File: src/rtl/parity_generator.sv
// rtl/parity_generator.sv - byte parity generator/checker with framing and error count
// Combinational parity, registered 9-bit frame generator, registered frame checker.
module parity_generator #(
  parameter int DATA_WIDTH    = 8,
  parameter int ERR_CNT_WIDTH = 16
) (
  input  logic                     clk,
  input  logic                     rst,
  input  logic [DATA_WIDTH-1:0]    data,
  output logic                     even_parity,
  output logic                     odd_parity,
  input  logic                     parity_sel,
  input  logic                     tx_valid,
  input  logic [DATA_WIDTH-1:0]    tx_data,
  output logic                     frame_valid,
  output logic [DATA_WIDTH:0]      frame_out,
  input  logic                     rx_valid,
  input  logic [DATA_WIDTH:0]      rx_frame,
  output logic                     chk_valid,
  output logic                     parity_err,
  output logic [ERR_CNT_WIDTH-1:0] err_count
);

  logic rx_err;

  assign even_parity = ^data;
  assign odd_parity  = ~(^data);

  // Whole-frame XOR is 0 for an even ones-count; odd mode inverts the sense.
  assign rx_err = (^rx_frame) ^ parity_sel;

  always_ff @(posedge clk) begin
    if (rst) begin
      frame_valid <= 1'b0;
      frame_out   <= '0;
    end else begin
      frame_valid <= tx_valid;
      if (tx_valid) begin
        frame_out <= {(^tx_data) ^ parity_sel, tx_data};
      end
    end
  end

  always_ff @(posedge clk) begin
    if (rst) begin
      chk_valid  <= 1'b0;
      parity_err <= 1'b0;
      err_count  <= '0;
    end else begin
      chk_valid  <= rx_valid;
      parity_err <= rx_valid & rx_err;
      if (rx_valid && rx_err && (err_count != {ERR_CNT_WIDTH{1'b1}})) begin
        err_count <= err_count + ERR_CNT_WIDTH'(1);
      end
    end
  end

endmodule

File: config.mk
export PLATFORM = sky130hd
export DESIGN_NAME = parity_generator
export DESIGN_NICKNAME = d
export VERILOG_FILES = /design/src/rtl/parity_generator.sv
export SDC_FILE = /design/constraint.sdc
export NUM_CORES = 1
export LEC_CHECK = 0
export CORE_ASPECT_RATIO = 0.6
export CORE_UTILIZATION = 40
export DETAILED_ROUTE_END_ITERATION = 8
export PLACE_DENSITY = 0.74
export RECOVER_POWER = 25
export SETUP_SLACK_MARGIN = 0.5
export SLEW_MARGIN = 20
export SYNTH_ARGS = -nofsm -noshare
export SYNTH_HDL_FRONTEND = slang
export SYNTH_SLANG_ARGS = --single-unit
export TNS_END_PERCENT = 20
File: constraint.sdc
create_clock -name clk -period 4.8 [get_ports clk]
set_clock_uncertainty 0.05 [all_clocks]
set_input_delay 0.96 -clock clk [delete_from_list [all_inputs] [get_ports clk]]
set_output_delay 0.96 -clock clk [all_outputs]
set_load 0.01 [all_outputs]
# Word level (Yosys, flattened, before mapping)
# Index checks and enable logic that the tools add are counted.
# word_totals
ff_bits	28
latch_bits	0
ram_bits	0
n_memories	0
rom_bits	0
inputBits	30
# classes
n_shift	0
n_bitwise	4
addsub	1
n_reduce_logical	5
multipliers	0
div	0
n_eq_ne	1
n_mux	0
n_lt_le_gt_ge	0
# op_table
op	count
16-bit by 1-bit adder with 16-bit output (second input constant)	1
16-bit != test (second input constant)	1
8-bit parity	2
9-bit parity	1
1-bit logical AND	2
1-bit bitwise XOR	2
1-bit bitwise AND	1
1-bit inverter	1

# Logic depth before layout (Yosys ltp)
# Gate-level depths: netlist of run 1.
# logic_depth
depth_word	4
ltp_mapped	7
ltp_nobuf	5

# Worst setup path after synthesis of run 1
# Ideal clock, no wire load.
# synth_timing
path_kind	input port to output port
startpoint	input data[1]
endpoint	output odd_parity
path_stages	4
arrival_ns	1.675
required_time_ns	3.790
setup_slack_ns	2.115
path_buffers	0
cell_sequence	xnor2_1 -> xnor2_1 -> xor2_1 -> inv_1
# synth_between
elab_chain_len	2
# synth_rtl
item	line	source
start, declared	9	input logic [DATA_WIDTH-1:0] data,
8-bit parity	-	
named net even_parity	10	output logic even_parity,
1-bit inverter	27	assign odd_parity = ~(^data);
end, declared	11	output logic odd_parity,
# The timed path passes the listed nets, and every way through them passes these cells.

# Final worst setup path of run 1
# layout_timing
startpoint	input data[7]
endpoint	output even_parity
# layout_between
elab_chain_len	1
# layout_rtl
item	line	source
8-bit parity	26	assign even_parity = ^data;
end, declared	10	
# Every way passes these cells.

==> out/results.tsv, run 1 <==
metric	value	unit
Buf+Inv Stages, Crit Path	2	
final core occ	60.6	%
GRT met3 Usage	6.11	%
chip height	50.1	um
area delta synth->final	44.5	%
unrepaired setup endpoints after global routing	false	
VDD IR-drop max	0.163	mV
Root Buffer	clkbuf_8	
sequential-to-total area share from yosys stat	36.3	%
most common library cells after synthesis	dfxtp_1, xnor2_1, nor2_1	
met2 GRT Util	25.6	%
core box area	3680	um2
Worst-Skew Late Latency	0.28	ns
fin crit period	3.53	ns
largest net degree at the start of global routing	20	
cells after synthesis	164	
diode count	0	
fin nets	254	
maximum net fanout on the critical path	2	
Setup CP Type	primary input to output pin	
#FFs+latches synth	28	
final wirelength	3470	um
max-cap violations	0	
top cell type's share of synthesized area	36.3	%
die area	4120	um2
total grt overflow	0	
top cells by area, synth	dfxtp_1, xnor2_1, mux2i_1	
Slew @ Worst Pin	0.889	ns
number of global-route vias before repair	1231	
Post-CTS Setup Bufs	0	
Final Cell Area	2230	um2
Worst Path Required	3.79	ns
Cells after DPL	265	
Arr. time, crit path	2.52	ns
largest area contributor in the netlist	dfxtp_1	
cts hold-fix bufs	0	
PD cells	281	nW/um2
post-DR wirelength/cell	12.9	um
FF-to-FF setup slack	2.45	ns
worst hold-check path type	flop to flop	
crit start category	primary input	
top_reg_cell synth	dfxtp_1	
share of layout cells above drive strength 1	6.76	%
maximum operating frequency	284	MHz
Vias/cell	5.15	
H-tree depth	1	
1st-iter DRT viols	85	
Final ANT Viol Nets	0	
CTS sink count	28	
status	finished, final reports clean	
RePlAce Congestion	0.746	
kind of end point of the critical path	output pin	
CTS tree	yes	
crit-path cells	clkdlybuf4s50_1, xnor2_1, xnor2_1, xor2_1, clkdlybuf4s50_1	
post_cts resized	0	
number of synthesized flops with an enable pin	0	
Yosys cell types	37	
Die Wd	82.2	um
mean post-synth cell area	9.41	um2
Worst path top cell family by delay	buffers and inverters	
Max-slew headroom	40.3	%
Slowest cell on crit path	clkdlybuf4s50_1	
total CTS buffers	3	
busiest grt layer	met1	
initial antenna violation count	0	
hold_ws	0.453	ns
global-route wire length before repair	5780	um
DR DRC count	0	
max-slew violations	0	
final setup violation count	0	
async set-or-reset flop fraction in the synthesized netlist	0	%
post-synthesis cell area	1540	um2
Setup TNS	0	ns
num ports	60	
Rows	17	
DR vias	1386	
Clock Path Buffers	2	
I/O Buffers	59	
dpl cell area	2160	um2
hpwl dp	2580	um
synth warn	0	
LEAKAGE	0.803	nW
final critical-path share of the clock period	73.5	%
DR pass1 iterations	4	
final hold vios	0	
most common cell in the netlist	dfxtp_1	
total track usage	18.5	%
Clock Pin Slew Worst Setup and Hold Paths	0.09	ns
global routing usage on met1	27.3	%
slowest stage delay, CP	0.57	ns
fin cells	269	
Initial Util	41.9	%
Syn Nets	195	
## placed cells by master (no fill, tap or decap), types with 3 or more instances in the layout
| master | count |
|---|---|
| a21oi_1 | 8 |
| clkbuf_8 | 3 |
| clkdlybuf4s50_1 | 53 |
| dfxtp_1 | 28 |
| dlygate4sd3_1 | 6 |
| inv_1 | 5 |
| mux2i_1 | 10 |
| nand2_1 | 8 |
| nand3_1 | 6 |
| nand4_1 | 5 |
| nor2_1 | 15 |
| nor2b_1 | 5 |
| nor3_1 | 3 |
| nor4_1 | 4 |
| o31ai_1 | 7 |
| or3_1 | 4 |
| or4_1 | 7 |
| xnor2_1 | 16 |
| xor2_1 | 3 |
## registers in the layout, summed over array words and instances, names as in the netlist
signal	cells
frame_out	9
frame_valid	1
parity_err	1
err_count	16
chk_valid	1
## cell type report
| cell class | count | area [um2] |
|---|---|---|
| Clock buffer | 3 | 41.3 |
| Clock inverter | 1 | 30.0 |
| Fill cell | 329 | 1450 |
| Inverter | 5 | 18.8 |
| Multi-Input combinational cell | 124 | 918 |
| Sequential cell | 28 | 561 |
| Tap cell | 47 | 58.8 |
| Timing Repair Buffer | 61 | 602 |
## cell families (layout without fill, tap and decap cells)
| kind of cell | after synthesis | count (layout) | share of synthesized area, % |
|---|---|---|---|
| flops | 28 | 28 | 36.3 |
| simple gates | 67 | 67 | 25.1 |
| compound gates | 20 | 20 | 8.92 |
| mux | 14 | 14 | 9.89 |
| buf+inv | 12 | 70 | 4.14 |
| xor+xnor | 22 | 22 | 14.8 |
| fa+ha+maj | 1 | 1 | 0.811 |
## worst min-delay path: stages, from the launching register on
cell and delay [ns]:
dfxtp_1 0.34, mux2i_1 0.06, nor2_1 0.07
## final timing paths
| check | depth (start not counted) | start | endpoint |
|---|---|---|---|
| hold reg to reg | 2 | frame_out[6] | frame_out[6] |
| hold / removal | 2 | frame_out[6] | frame_out[6] |
| setup / recovery | 5 | data[7] | even_parity |
| setup reg to reg | 5 | err_count[0] | err_count[11] |
## power breakdown
| part | internal (mW) | leakage, nW | switching [mW] |
|---|---|---|---|
| sequential | 0.244 | 0.228 | 0.00978 |
| combinational | 0.0990 | 0.539 | 0.0851 |
| clock | 0.112 | 0.0357 | 0.0776 |
| total | 0.455 | 0.803 | 0.173 |
## stage by stage
stage	power, mW	setup WS, ns
after global routing	0.659	1.14
after CTS	0.634	1.27
after detailed placement	0.445	1.24
after global placement	0.442	1.26
final	0.627	1.27
after floorplan	0.377	2.12
## routing by layer
layer	vias to the layer above	part of all wire, %
li1	704	-
met1	640	54
met2	36	39
met3	6	6.2
met4	0	1.3
met5	-	0
Power figures use the tool's default switching activity.
==> run 2, diff against run 1 <==
--- a/config.mk
+++ b/config.mk
@@ -6,9 +6,9 @@
 export NUM_CORES = 1
 export LEC_CHECK = 0
 export CORE_ASPECT_RATIO = 0.6
-export CORE_UTILIZATION = 40
+export CORE_UTILIZATION = 39
 export DETAILED_ROUTE_END_ITERATION = 8
-export PLACE_DENSITY = 0.74
+export PLACE_DENSITY = 0.76
 export RECOVER_POWER = 25
 export SETUP_SLACK_MARGIN = 0.5
 export SLEW_MARGIN = 20
==> constraint.sdc (replaced) <==
create_clock -name clk -period 3.1 [get_ports clk]
set_clock_uncertainty 0.05 [all_clocks]
set_input_delay 0.62 -clock clk [delete_from_list [all_inputs] [get_ports clk]]
set_output_delay 0.62 -clock clk [all_outputs]
set_load 0.01 [all_outputs]
==> out/results.tsv, run 2 (same netlist as run 1, synthesis figures left out) <==
metric	value	unit
hold_ws	0.442	ns
Slowest cell on crit path	clkdlybuf4s50_1	
share of layout cells above drive strength 1	8.52	%
Clock Path Buffers	2	
Cells after DPL	266	
Buf+Inv Stages, Crit Path	2	
Die Wd	83.2	um
Setup TNS	0	ns
dpl cell area	2180	um2
CTS sink count	28	
Multi-input gate area	933	um2
Worst-Skew Late Latency	0.27	ns
num ports	60	
chip height	50.7	um
total grt overflow	0	
post-DR wirelength/cell	12.9	um
1st-iter DRT viols	70	
H-tree depth	1	
max-slew violations	0	
diode count	0	
global-route wire length before repair	5960	um
Reg with most FFs	err_count	
unrepaired setup endpoints after global routing	true	
Initial Util	41.4	%
Clock Pin Slew Worst Setup and Hold Paths	0.09	ns
max-cap violations	0	
crit start category	primary input	
switching fraction of total power	29.3	%
die area	4220	um2
Vias/cell	5.12	
DR vias	1382	
final critical-path share of the clock period	82.9	%
total track usage	17.7	%
number of global-route vias before repair	1282	
Worst path top cell family by delay	XOR/XNOR gates	
crit-path cells	clkdlybuf4s50_1, xor2_1, xnor3_2, xnor2_2, buf_12, nor4_1, mux2_1	
RePlAce Congestion	0.804	
slowest stage delay, CP	0.47	ns
total CTS buffers	3	
most used cells in the layout excluding fill and tap cells	clkdlybuf4s50_1, dfxtp_1, nor2_1	
sw power	0.263	mW
FF-to-FF setup slack	0.80	ns
hpwl dp	2630	um
fin crit period	2.57	ns
largest net degree at the start of global routing	28	
Reg power frac	43.7	%
Setup CP Type	primary input to flop	
WP depth	7	
Root Buffer	clkbuf_8	
final wirelength	3490	um
# fillers	319	
R2R depth	5	
initial antenna violation count	0	
I/O Buffers	59	
max reg flops	16	
overall power	0.898	mW
Hold Path Depth	2	
PD cells	400	nW/um2
Worst Path Required	3.21	ns
Rows	17	
Arr. time, crit path	2.68	ns
register area	561	um2
DR pass1 iterations	4	
fin nets	256	
fin cells	270	
CTS tree	yes	
Final ANT Viol Nets	0	
status	finished, final reports clean	
Power Internal	0.635	mW
Clk network pwr share	21.5	%
final setup violation count	0	
LEAKAGE	0.849	nW
worst hold-check path type	flop to flop	
maximum net fanout on the critical path	27	
maximum operating frequency	389	MHz
biggest regs	err_count: 16 flops, frame_out: 9 flops	
final hold vios	0	
core box area	3720	um2
commonest non-fill, non-tap cell in the layout	clkdlybuf4s50_1	
area delta synth->final	45.5	%
Final Cell Area	2240	um2
Max-slew headroom	42.7	%
Slew @ Worst Pin	0.853	ns
kind of end point of the critical path	flop	
combinational share of power	34.8	%
DR DRC count	0	
VDD IR-drop max	0.344	mV
run 2: cell count changes in the layout (fill, tap and decap cells not counted), sizes merged:
| cell | before | now |
|---|---|---|
| clkdlybuf4s50 | 53 | 47 |
| dlymetal6s2s | 0 | 3 |
| buf | 1 | 3 |
| dlygate4sd3 | 6 | 8 |
| bufinv | 1 | 0 |
| clkbuf | 4 | 5 |
run 2: path summary, 6_finish.rpt:
kind	to	from
setup / recovery	err_count[11]	rx_frame[4]
hold / removal	frame_out[8]	frame_out[8]
setup reg to reg	err_count[11]	err_count[0]
hold reg to reg	frame_out[8]	frame_out[8]
run 2: tightest hold or removal path, delay by kind of cell, from the launching register on:
family / cells / cell delay, ns
AND/OR/NAND/NOR: 1 / 0.07
multiplexers: 1 / 0.06
flip-flops: 1 / 0.33
run 2: area by class of cell:
| type | count | share of cell area, % |
|---|---|---|
| sequential | 28 | 25.0 |
| clock buffer | 3 | 1.84 |
| inverter | 5 | 0.836 |
| timing repair buffer | 63 | 28.1 |
| tap | 47 | 2.62 |
| multi-input combinational | 124 | 41.6 |
run 2: power groups by stage:
stage	clock network [mW]	logic [mW]	registers, mW
after detailed placement	0	0.313	0.401
after CTS	0.201	0.311	0.393
after global placement	0	0.307	0.401
after global routing	0.220	0.336	0.396
after floorplan	0	0.177	0.407
final	0.193	0.312	0.393
run 2: what timing repair did:
| action | 4_1_cts | 5_1_grt |
|---|---|---|
| hold buffers | 0 | 0 |
| resized for setup | 1 | 7 |
| endpoints found under the setup margin | 2 | 10 |
| pin swaps | 0 | 2 |
| setup buffers | 0 | 1 |
run 2: through the flow:
step	worst slack, ns	util (%)
after floorplan	0.828	-
after global placement	0.276	58.6
after detailed placement	0.231	58.6
after CTS	0.315	59.7
after global routing	0.424	60.3
final	0.532	60.3
run 2: layer usage:
| metal | global-route usage [%] | part of all wire [%] | up-vias |
|---|---|---|---|
| met5 | 0 | 0 | - |
| met4 | 2.59 | 0.29 | 0 |
| met3 | 4.93 | 5.4 | 2 |
| met2 | 27.6 | 44 | 37 |
| met1 | 24.9 | 51 | 633 |
| li1 | - | - | 710 |
